**config.mk**
```make
export PLATFORM = sky130hd
export DESIGN_NAME = vga_axil_arbiter
export DESIGN_NICKNAME = d
export VERILOG_FILES = /design/src/rtl/vga_axil_pkg.sv /design/src/rtl/vga_rr_arbiter.sv /design/src/rtl/vga_axil_arbiter.sv
export SDC_FILE = /design/constraint.sdc
export NUM_CORES = 1
export LEC_CHECK = 0
export CORE_AREA = 3 3 110 112
export DETAILED_ROUTE_END_ITERATION = 16
export DIE_AREA = 0 0 113 115
export GPL_TIMING_DRIVEN = 0
export REMOVE_ABC_BUFFERS = 1
export SETUP_SLACK_MARGIN = 0.4
export SYNTH_ARGS = -nofsm -noshare
export SYNTH_HDL_FRONTEND = slang
export SYNTH_SLANG_ARGS = --single-unit
export TNS_END_PERCENT = 5
```
**constraint.sdc**
```tcl
create_clock -name clk -period 1.9 [get_ports clk]
set_clock_uncertainty 0.05 [all_clocks]
set_input_delay 0.19 -clock clk [delete_from_list [all_inputs] [get_ports clk]]
set_output_delay 0.19 -clock clk [all_outputs]
set_load 0.05 [all_outputs]
```
**src/rtl/vga_axil_pkg.sv**
```systemverilog
// vga_axil_pkg: shared AXI-Lite types for the VGA register path and the arbiter state encoding
package vga_axil_pkg;

   typedef logic [7:0]  axil_addr_t;
   typedef logic [31:0] axil_data_t;

   typedef enum logic [1:0] {
      AXIL_OKAY   = 2'b00,
      AXIL_EXOKAY = 2'b01,
      AXIL_SLVERR = 2'b10,
      AXIL_DECERR = 2'b11
   } axil_resp_e;

   typedef enum logic [2:0] {
      ARB_IDLE,
      ARB_WR_ADDR,
      ARB_WR_RESP,
      ARB_RD_ADDR,
      ARB_RD_RESP
   } axil_arb_state_e;

endpackage

```
**src/rtl/vga_rr_arbiter.sv**
```systemverilog
// vga_rr_arbiter: combinational round-robin pick of the first requester at or after ptr
module vga_rr_arbiter #(
   parameter int N  = 2,
   parameter int GW = (N > 1) ? $clog2(N) : 1
) (
   input  logic [N-1:0]  req,
   input  logic [GW-1:0] ptr,
   output logic [GW-1:0] grant,
   output logic          grant_valid
);

   logic [GW-1:0] idx;

   // scan from the farthest slot down to ptr so the nearest requester is written last and wins
   always_comb begin
      grant = '0;
      idx   = '0;
      for (int k = N - 1; k >= 0; k--) begin
         idx = GW'((int'(ptr) + k) % N);
         if (req[idx]) grant = idx;
      end
   end

   assign grant_valid = |req;

endmodule

```
**src/rtl/vga_axil_arbiter.sv**
```systemverilog
// vga_axil_arbiter: round-robin share of one AXI-Lite slave port among several masters, one transaction at a time
module vga_axil_arbiter
   import vga_axil_pkg::*;
#(
   parameter  int NUM_MASTERS = 2,
   localparam int GW = (NUM_MASTERS > 1) ? $clog2(NUM_MASTERS) : 1
) (
   input  logic                         clk,
   input  logic                         arst,
   input  logic       [NUM_MASTERS-1:0] s_awvalid,
   output logic       [NUM_MASTERS-1:0] s_awready,
   input  axil_addr_t [NUM_MASTERS-1:0] s_awaddr,
   input  logic       [NUM_MASTERS-1:0] s_wvalid,
   output logic       [NUM_MASTERS-1:0] s_wready,
   input  axil_data_t [NUM_MASTERS-1:0] s_wdata,
   output logic       [NUM_MASTERS-1:0] s_bvalid,
   input  logic       [NUM_MASTERS-1:0] s_bready,
   output axil_resp_e [NUM_MASTERS-1:0] s_bresp,
   input  logic       [NUM_MASTERS-1:0] s_arvalid,
   output logic       [NUM_MASTERS-1:0] s_arready,
   input  axil_addr_t [NUM_MASTERS-1:0] s_araddr,
   output logic       [NUM_MASTERS-1:0] s_rvalid,
   input  logic       [NUM_MASTERS-1:0] s_rready,
   output axil_data_t [NUM_MASTERS-1:0] s_rdata,
   output axil_resp_e [NUM_MASTERS-1:0] s_rresp,
   output logic                         m_awvalid,
   input  logic                         m_awready,
   output axil_addr_t                   m_awaddr,
   output logic                         m_wvalid,
   input  logic                         m_wready,
   output axil_data_t                   m_wdata,
   input  logic                         m_bvalid,
   output logic                         m_bready,
   input  axil_resp_e                   m_bresp,
   output logic                         m_arvalid,
   input  logic                         m_arready,
   output axil_addr_t                   m_araddr,
   input  logic                         m_rvalid,
   output logic                         m_rready,
   input  axil_data_t                   m_rdata,
   input  axil_resp_e                   m_rresp,
   output logic [GW-1:0]                grant_o,
   output logic                         busy_o
);

   axil_arb_state_e        state, state_n;
   logic [GW-1:0]          rr_ptr, rr_ptr_n, grant_n, arb_grant, g_next;
   logic                   aw_done, aw_done_n, w_done, w_done_n, arb_valid;
   logic [NUM_MASTERS-1:0] wr_req;

   assign wr_req = s_awvalid & s_wvalid;
   assign g_next = (int'(grant_o) == NUM_MASTERS - 1) ? '0 : grant_o + 1'b1;
   assign busy_o = state != ARB_IDLE;

   vga_rr_arbiter #(.N(NUM_MASTERS), .GW(GW)) u_rr (
      .req         (wr_req | s_arvalid),
      .ptr         (rr_ptr),
      .grant       (arb_grant),
      .grant_valid (arb_valid)
   );

   // state, owner and channel-done flags; reset abandons any transaction in flight
   always_ff @(posedge clk or posedge arst) begin
      if (arst) begin
         state   <= ARB_IDLE;
         rr_ptr  <= '0;
         grant_o <= '0;
         aw_done <= 1'b0;
         w_done  <= 1'b0;
      end else begin
         state   <= state_n;
         rr_ptr  <= rr_ptr_n;
         grant_o <= grant_n;
         aw_done <= aw_done_n;
         w_done  <= w_done_n;
      end
   end

   // route the owner's channels to the slave and the response back to the owner only
   always_comb begin
      state_n   = state;
      rr_ptr_n  = rr_ptr;
      grant_n   = grant_o;
      aw_done_n = aw_done;
      w_done_n  = w_done;
      m_awvalid = 1'b0;
      m_wvalid  = 1'b0;
      m_bready  = 1'b0;
      m_arvalid = 1'b0;
      m_rready  = 1'b0;
      m_awaddr  = s_awaddr[grant_o];
      m_wdata   = s_wdata[grant_o];
      m_araddr  = s_araddr[grant_o];
      s_awready = '0;
      s_wready  = '0;
      s_bvalid  = '0;
      s_arready = '0;
      s_rvalid  = '0;
      s_rdata   = '0;
      for (int i = 0; i < NUM_MASTERS; i++) begin
         s_bresp[i] = AXIL_OKAY;
         s_rresp[i] = AXIL_OKAY;
      end
      case (state)
         ARB_IDLE: begin
            if (arb_valid) begin
               grant_n = arb_grant;
               state_n = wr_req[arb_grant] ? ARB_WR_ADDR : ARB_RD_ADDR;
            end
         end
         ARB_WR_ADDR: begin
            m_awvalid          = s_awvalid[grant_o] & ~aw_done;
            m_wvalid           = s_wvalid[grant_o] & ~w_done;
            s_awready[grant_o] = m_awready & ~aw_done;
            s_wready[grant_o]  = m_wready & ~w_done;
            aw_done_n          = aw_done | (m_awvalid & m_awready);
            w_done_n           = w_done | (m_wvalid & m_wready);
            if (aw_done_n & w_done_n) begin
               state_n   = ARB_WR_RESP;
               aw_done_n = 1'b0;
               w_done_n  = 1'b0;
            end
         end
         ARB_WR_RESP: begin
            s_bvalid[grant_o] = m_bvalid;
            s_bresp[grant_o]  = m_bresp;
            m_bready          = s_bready[grant_o];
            if (m_bvalid & m_bready) begin
               rr_ptr_n = g_next;
               state_n  = ARB_IDLE;
            end
         end
         ARB_RD_ADDR: begin
            m_arvalid          = s_arvalid[grant_o];
            s_arready[grant_o] = m_arready;
            if (m_arvalid & m_arready) state_n = ARB_RD_RESP;
         end
         ARB_RD_RESP: begin
            s_rvalid[grant_o] = m_rvalid;
            s_rdata[grant_o]  = m_rdata;
            s_rresp[grant_o]  = m_rresp;
            m_rready          = s_rready[grant_o];
            if (m_rvalid & m_rready) begin
               rr_ptr_n = g_next;
               state_n  = ARB_IDLE;
            end
         end
         default: state_n = ARB_IDLE;
      endcase
   end

endmodule
```
==> results of run 1 <==
-- sequential cells by signal, indices dropped and copies added (netlist names) --
signal	flops
w_done	1
state	3
rr_ptr	1
aw_done	1
grant_o	1
-- final cells by class --
class,count,area (um2)
repair buffers,302,2890
multi-input cells,187,1540
fillers,1164,6420
flip-flops and latches,7,184
well taps,143,179
clock buffers,4,78.8
inverters,6,27.5
-- worst reg2reg max path: cells and delay by family, from the launching register on --
family          cells  cell delay (ns)
mux                 2             0.63
compound gates      2             0.37
simple gates        1             0.09
flops               1             0.54
buf+inv             1             0.19
-- repair_timing --
action | in CTS | in global routing
pin swaps | 6 | 3
cloned | 2 | 0
setup endpoints to repair | 144 | 144
buffers inserted | 10 | 6
resized for setup | 541 | 213
-- cells in the mapped netlist, drive strengths merged (2+ instances only) --
master	number
a211oi	2
a21o	2
a21oi	8
and2	70
buf	7
clkbuf	9
dfrtp	7
inv	6
mux2	54
nand2	7
nand2b	3
nand3	4
nor2	6
nor3	9
nor3b	4
nor4	4
o211ai	2
o21ai	2
-- metal layers --
layer	wire, um	global-route usage [%]	share of wire, %	up-vias
met1	4510	18.1	37	1268
met5	0	0	0	-
met2	6270	30.8	52	171
met3	1090	4.89	9.0	12
met4	183	3.53	1.5	0
li1	-	-	-	1331
-- path summary, 6_finish.rpt --
path / endpoint / cells after the start / slack [ns] / from
setup / recovery: m_wdata[3] / 3 / -0.10 / grant_o
hold / removal: grant_o / 2 / 0.16 / arst
setup reg to reg: state[0] / 6 / -0.09 / grant_o
hold reg to reg: w_done / 2 / 0.55 / w_done
max in group asynchronous: state[0] / 2 / 1.39 / arst
min in group clk: w_done / 2 / 0.55 / w_done
-- power by group through the flow --
stage	registers, mW	logic, mW	clock network, mW
3_3_place_gp	0.584	4.01	0
4_1_cts	0.490	4.33	0.359
3_5_place_dp	0.525	4.26	0
6_report	0.440	4.57	0.367
5_1_grt	0.449	4.80	0.381
2_1_floorplan	0.522	2.71	0
-- cells by family (layout without fill, tap and decap cells) --
| group | Yosys count | after routing | share of synthesized area [%] |
|---|---|---|---|
| AND/OR/NAND/NOR | 109 | 111 | 38.2 |
| multiplexers | 54 | 54 | 36.5 |
| AO/OA/AOI/OAI | 22 | 22 | 9.44 |
| buffers and inverters | 22 | 312 | 5.64 |
| flip-flops | 7 | 7 | 10.2 |
-- per-stage QoR --
stage / power (mW) / setup WS (ns)
finish: 5.38 / -0.105
detailed placement: 4.79 / -1.56
global route: 5.63 / -0.149
floorplan: 3.23 / -2.04
global placement: 4.60 / -3.41
CTS: 5.18 / -0.281
==> run_summary.xml, run 1 <==
<?xml version="1.0" encoding="UTF-8"?>
<metrics>
  <group name="sta">
    <metric name="final_critical_path_time_including_i_o_delays_and_setup" unit="ns">2.00</metric>
    <metric name="tightest_slew" unit="ns">0.547</metric>
    <metric name="setup_viol_count_final" unit="">56</metric>
    <metric name="max-slew-margin-rel" unit="%">63.7</metric>
    <metric name="setup_tns" unit="ns">-3.38</metric>
    <metric name="timing.final.max_slew_violations" unit="">0</metric>
    <metric name="rsz0062_at_grt" unit="">yes</metric>
    <metric name="achievable-frequency" unit="MHz">499</metric>
    <metric name="hold_slack" unit="ns">0.156</metric>
    <metric name="final-hold-violation-count" unit="">0</metric>
    <metric name="layout_setup_ws" unit="ns">-0.105</metric>
    <metric name="timing.final.crit_share" unit="%">106</metric>
  </group>
  <group name="die">
    <metric name="floorplan.core_area" unit="um2">11300</metric>
    <metric name="die_area" unit="um2">13000</metric>
    <metric name="num_rows" unit="">39</metric>
    <metric name="die-width" unit="um">113</metric>
    <metric name="floorplan.initialDensity" unit="%">15.1</metric>
    <metric name="ioPinCount" unit="">286</metric>
    <metric name="die_height" unit="um">115</metric>
  </group>
  <group name="outcome">
    <metric name="violations" unit="">setup timing</metric>
    <metric name="run_status" unit="">finished, violations left</metric>
  </group>
  <group name="layout">
    <metric name="area_delta_synth_final" unit="%">187</metric>
    <metric name="final_design_area_no_fill" unit="um2">4900</metric>
    <metric name="post-route-util" unit="%">43.3</metric>
    <metric name="final-instance-count-excl-fill" unit="">649</metric>
    <metric name="most_frequent_cells_in_the_layout" unit="">clkdlybuf4s50_1, and2_1, buf_4</metric>
    <metric name="layout_commonest_cell" unit="">clkdlybuf4s50_1</metric>
    <metric name="nets" unit="">656</metric>
    <metric name="diodes_inserted" unit="">0</metric>
    <metric name="post_route_cells_drive_above_1_share" unit="%">39.1</metric>
  </group>
  <group name="setup_path">
    <metric name="worstPathCellList" unit="">buf_12 &gt; mux2_2 &gt; dlygate4sd2_1</metric>
    <metric name="worst-setup-path-type" unit="">flip-flop to output port</metric>
    <metric name="cp_top_family" unit="">buffers and inverters</metric>
    <metric name="worst_ep_required_time" unit="ns">1.66</metric>
    <metric name="crit_path_start_kind" unit="">flip-flop</metric>
    <metric name="cp_slowest_cell" unit="">dlygate4sd2_1</metric>
    <metric name="timing.critical_path.arrival" unit="ns">1.76</metric>
    <metric name="crit_buf_inv" unit="">2</metric>
    <metric name="worst_path_largest_cell_delay" unit="ns">0.56</metric>
    <metric name="worstPathMaxFanout" unit="">27</metric>
    <metric name="crit_path_end_kind" unit="">output port</metric>
  </group>
  <group name="placement">
    <metric name="postPlaceCellArea" unit="um2">4700</metric>
    <metric name="dp_cells" unit="">627</metric>
    <metric name="routabilityCongestion" unit="">0.861</metric>
    <metric name="portBuffers" unit="">285</metric>
    <metric name="dp_hpwl" unit="um">9530</metric>
  </group>
  <group name="pwr">
    <metric name="pwr-share-clk" unit="%">6.8</metric>
    <metric name="internal_pwr_total" unit="mW">2.24</metric>
    <metric name="p_sw_share" unit="%">58.4</metric>
    <metric name="net-switching-power" unit="mW">3.14</metric>
    <metric name="max-vdd-ir-drop" unit="uV">702</metric>
    <metric name="power-per-cell-area" unit="nW/um2">1100</metric>
    <metric name="power_leakage" unit="nW">2.18</metric>
    <metric name="seq_power_share" unit="%">8.2</metric>
    <metric name="pwr-share-comb" unit="%">85.0</metric>
  </group>
  <group name="synthesis">
    <metric name="post_synth_inst_count" unit="">214</metric>
    <metric name="post_synthesis_register_bit_count" unit="">7</metric>
    <metric name="yosys.area.top_type_share" unit="%">32.3</metric>
    <metric name="synthDominantAreaCellType" unit="">mux2_2</metric>
    <metric name="synth-edff-count" unit="">0</metric>
    <metric name="synth.yosys.warnings" unit="">0</metric>
    <metric name="synth_cell_types" unit="">33</metric>
    <metric name="netlist_area_before_placement" unit="um2">1710</metric>
    <metric name="syn_avg_cell_area" unit="um2">7.99</metric>
    <metric name="yosysSeqAreaShare" unit="%">10.2</metric>
    <metric name="postSynth.topFlopCell" unit="">dfrtp_1</metric>
    <metric name="async_flop_share" unit="%">100</metric>
    <metric name="netlist_top_cells_area" unit="">mux2_2, and2_1, dfrtp_1, mux2_4, a21oi_1</metric>
  </group>
  <group name="clock_network">
    <metric name="insertion_delay" unit="ns">0.23</metric>
    <metric name="hold_buffer_count_at_cts" unit="">0</metric>
    <metric name="cts_tree" unit="">built</metric>
    <metric name="clock_tree.root_cell" unit="">clkbuf_16</metric>
    <metric name="clock_sink_total" unit="">7</metric>
    <metric name="clock_tree.htree_level_count" unit="">1</metric>
    <metric name="cts_max_path_buffers" unit="">2</metric>
    <metric name="numCtsBuffers" unit="">3</metric>
    <metric name="clkSlewWorstSetupHoldPaths" unit="ns">0.04</metric>
  </group>
  <group name="min_path">
    <metric name="min-delay-path-class" unit="">primary input to asynchronous set/reset pin</metric>
  </group>
  <group name="global_routing">
    <metric name="grt_overflow" unit="">0</metric>
    <metric name="grt_pass1_vias" unit="">2893</metric>
    <metric name="number_of_antenna_violations_at_the_first_check_in_global_routing" unit="">0</metric>
    <metric name="track_usage" unit="%">16.4</metric>
    <metric name="largest_net_degree_at_the_start_of_global_routing" unit="">28</metric>
    <metric name="grt_first_pass_wirelength" unit="um">16400</metric>
  </group>
  <group name="route">
    <metric name="detail-route-antenna-nets" unit="">0</metric>
    <metric name="drt_total_wl" unit="um">12100</metric>
    <metric name="routed_via_density" unit="">4.29</metric>
    <metric name="post-route-drc-count" unit="">0</metric>
    <metric name="avgRoutedWirePerCell" unit="um">18.6</metric>
    <metric name="routed-via-count" unit="">2782</metric>
    <metric name="drt_first_pass_iters" unit="">4</metric>
    <metric name="drtIter0Drc" unit="">161</metric>
  </group>
  <group name="run">
    <metric name="max_cap_viol_count" unit="">0</metric>
  </group>
</metrics>
(Power assumes the default switching activity.)
==> inputs of run 2 (changes only) <==
--- a/config.mk
+++ b/config.mk
@@ -5,10 +5,13 @@
 export SDC_FILE = /design/constraint.sdc
 export NUM_CORES = 1
 export LEC_CHECK = 0
-export CORE_AREA = 3 3 110 112
+export CELL_PAD_IN_SITES_DETAIL_PLACEMENT = 0
+export CELL_PAD_IN_SITES_GLOBAL_PLACEMENT = 1
+export CORE_MARGIN = 3
+export CORE_UTILIZATION = 13
 export DETAILED_ROUTE_END_ITERATION = 16
-export DIE_AREA = 0 0 113 115
 export GPL_TIMING_DRIVEN = 0
+export PLACE_DENSITY_LB_ADDON = 0.1
 export REMOVE_ABC_BUFFERS = 1
 export SETUP_SLACK_MARGIN = 0.4
 export SYNTH_ARGS = -nofsm -noshare
==> run_summary.xml, run 2 (synthesis results as in run 1) <==
<?xml version="1.0" encoding="UTF-8"?>
<metrics>
  <group name="pwr">
    <metric name="max-vdd-ir-drop" unit="uV">556</metric>
    <metric name="net-switching-power" unit="mW">3.13</metric>
    <metric name="pwr-share-clk" unit="%">6.5</metric>
    <metric name="power-per-cell-area" unit="nW/um2">1020</metric>
    <metric name="internal_pwr_total" unit="mW">2.40</metric>
    <metric name="p_sw_share" unit="%">56.5</metric>
    <metric name="seq_power_share" unit="%">6.7</metric>
    <metric name="pwr-share-comb" unit="%">86.9</metric>
    <metric name="power.total" unit="mW">5.53</metric>
    <metric name="power_leakage" unit="nW">2.31</metric>
  </group>
  <group name="run">
    <metric name="max_cap_viol_count" unit="">0</metric>
  </group>
  <group name="outcome">
    <metric name="violations" unit="">setup timing</metric>
    <metric name="run_status" unit="">finished, violations left</metric>
  </group>
  <group name="die">
    <metric name="num_rows" unit="">41</metric>
    <metric name="floorplan.core_area" unit="um2">12700</metric>
    <metric name="die-width" unit="um">121</metric>
    <metric name="die_height" unit="um">121</metric>
    <metric name="floorplan.initialDensity" unit="%">13.4</metric>
    <metric name="die_area" unit="um2">14600</metric>
    <metric name="ioPinCount" unit="">286</metric>
  </group>
  <group name="sta">
    <metric name="rsz0062_at_grt" unit="">yes</metric>
    <metric name="timing.final.crit_share" unit="%">104</metric>
    <metric name="setup_viol_count_final" unit="">38</metric>
    <metric name="achievable-frequency" unit="MHz">505</metric>
    <metric name="timing.final.max_slew_violations" unit="">0</metric>
    <metric name="layout_setup_ws" unit="ns">-0.0793</metric>
    <metric name="tightest_slew" unit="ns">0.541</metric>
    <metric name="final-hold-violation-count" unit="">0</metric>
    <metric name="final_critical_path_time_including_i_o_delays_and_setup" unit="ns">1.98</metric>
    <metric name="max-slew-margin-rel" unit="%">64.1</metric>
  </group>
  <group name="layout">
    <metric name="largest_register_ffs" unit="">3</metric>
    <metric name="area_delta_synth_final" unit="%">216</metric>
    <metric name="layout_commonest_cell" unit="">clkdlybuf4s50_1</metric>
    <metric name="diodes_inserted" unit="">0</metric>
    <metric name="most_flops_register" unit="">state</metric>
    <metric name="post-route-util" unit="%">42.4</metric>
    <metric name="post_route_cells_drive_above_1_share" unit="%">48.8</metric>
    <metric name="most_frequent_cells_in_the_layout" unit="">clkdlybuf4s50_1, mux2_2, buf_6</metric>
    <metric name="nets" unit="">654</metric>
  </group>
  <group name="route">
    <metric name="detail-route-antenna-nets" unit="">0</metric>
    <metric name="drt_total_wl" unit="um">12300</metric>
    <metric name="drt_first_pass_iters" unit="">3</metric>
    <metric name="routed-via-count" unit="">2689</metric>
    <metric name="drtIter0Drc" unit="">73</metric>
    <metric name="routed_via_density" unit="">3.98</metric>
    <metric name="post-route-drc-count" unit="">0</metric>
    <metric name="avgRoutedWirePerCell" unit="um">18.2</metric>
  </group>
  <group name="clock_network">
    <metric name="clock_sink_total" unit="">7</metric>
    <metric name="numCtsBuffers" unit="">3</metric>
    <metric name="hold_buffer_count_at_cts" unit="">0</metric>
    <metric name="insertion_delay" unit="ns">0.23</metric>
    <metric name="clkSlewWorstSetupHoldPaths" unit="ns">0.04</metric>
    <metric name="cts_tree" unit="">built</metric>
    <metric name="clock_tree.htree_level_count" unit="">1</metric>
    <metric name="clock_tree.root_cell" unit="">clkbuf_16</metric>
    <metric name="cts_max_path_buffers" unit="">2</metric>
  </group>
  <group name="placement">
    <metric name="dp_hpwl" unit="um">10200</metric>
    <metric name="placement.setup.worst_slack" unit="ns">-1.29</metric>
    <metric name="portBuffers" unit="">285</metric>
    <metric name="routabilityCongestion" unit="">0.750</metric>
  </group>
  <group name="min_path">
    <metric name="min-delay-path-class" unit="">primary input to asynchronous set/reset pin</metric>
  </group>
  <group name="global_routing">
    <metric name="track_usage" unit="%">15.4</metric>
    <metric name="grt_first_pass_wirelength" unit="um">17300</metric>
    <metric name="grt_pass1_vias" unit="">2703</metric>
    <metric name="grt_overflow" unit="">0</metric>
    <metric name="largest_net_degree_at_the_start_of_global_routing" unit="">30</metric>
    <metric name="number_of_antenna_violations_at_the_first_check_in_global_routing" unit="">1</metric>
  </group>
  <group name="setup_path">
    <metric name="crit-reg2reg-launch" unit="">grant_o</metric>
    <metric name="cp_slowest_cell" unit="">dlygate4sd2_1</metric>
    <metric name="worst_setup_path_startpoint" unit="">grant_o</metric>
    <metric name="worstPathCellList" unit="">buf_12 &gt; mux2_2 &gt; dlygate4sd2_1</metric>
    <metric name="worstPathMaxFanout" unit="">29</metric>
    <metric name="crit_path_start_kind" unit="">flip-flop</metric>
    <metric name="crit_path_end_kind" unit="">output port</metric>
    <metric name="worst-setup-path-type" unit="">flip-flop to output port</metric>
    <metric name="worst_path_largest_cell_delay" unit="ns">0.55</metric>
    <metric name="worst_ep_required_time" unit="ns">1.66</metric>
    <metric name="timing.critical_path.arrival" unit="ns">1.74</metric>
  </group>
</metrics>
[run 2: cell count changes in the layout (fill, tap and decap cells not counted), moves of 2 or more]
| cell | delta |
|---|---|
| a21oi_1 | -4 |
| a21oi_2 | +4 |
| and2_1 | -38 |
| and2_4 | +38 |
| buf_12 | +2 |
| buf_2 | -10 |
| buf_4 | -34 |
| buf_6 | -3 |
| buf_8 | +39 |
| clkbuf_4 | -2 |
| clkdlybuf4s15_2 | +11 |
| dlygate4sd2_1 | -3 |
| nor3_4 | -2 |
| nor3b_1 | -2 |
[run 2: repair_timing]
| item | 4_1_cts | 5_1_grt |
|---|---|---|
| endpoints found under the hold margin | 0 | 0 |
| endpoints found under the setup margin | 144 | 144 |
| setup buffers | 11 | 2 |
| gates resized for setup | 785 | 67 |
| pin swaps | 33 | 15 |
| cloned | 1 | 0 |
[run 2: power groups by stage]
stage / registers (mW) / logic, mW / clock network (mW)
2_1_floorplan: 0.522 / 2.71 / 0
3_3_place_gp: 0.591 / 4.10 / 0
3_5_place_dp: 0.519 / 4.32 / 0
4_1_cts: 0.387 / 4.59 / 0.367
5_1_grt: 0.378 / 5.03 / 0.382
6_report: 0.368 / 4.81 / 0.357
[run 2: cell type report]
cell class              instances  area, um2
multi-input cells             185       1640
fillers                      1311       7320
flip-flops and latches          7        185
well taps                     172        215
clock buffers                   4       78.8
inverters                       6       22.5
repair buffers                302       3260
[run 2: worst max-delay path, delay by kind of cell (launching register included)]
| kind | cells | cell delay, ns |
|---|---|---|
| multiplexers | 1 | 0.23 |
| flip-flops | 1 | 0.53 |
| buffers and inverters | 2 | 0.74 |
[run 2: path summary, 6_finish.rpt]
path / end / slack [ns] / depth (start not counted)
hold reg to reg: aw_done / 0.57 / 2
setup / recovery: m_araddr[3] / -0.08 / 3
hold / removal: aw_done / 0.16 / 2
min in group clk: aw_done / 0.57 / 2
max in group asynchronous: grant_o / 1.38 / 2
setup reg to reg: state[0] / -0.06 / 6
[run 2: through the flow]
step | instance area, um2 | setup TNS, ns | std cells | hold WS (ns)
floorplan | 1640 | -172.87 | 198 | -0.0566
global placement | 4700 | -338.74 | 655 | 0.406
detailed placement | 4770 | -108.34 | 658 | 0.418
CTS | 5220 | -2.85 | 674 | 0.171
global route | 5400 | -6.33 | 676 | 0.197
finish | 5400 | -1.92 | 676 | 0.161
[run 2: layer usage]
metal	wire length [um]	global-route usage, %	vias up
met5	13	0	-
met4	53	0.992	2
met3	901	4.30	6
met2	6890	29.7	115
met1	4450	17.5	1239
li1	-	-	1327
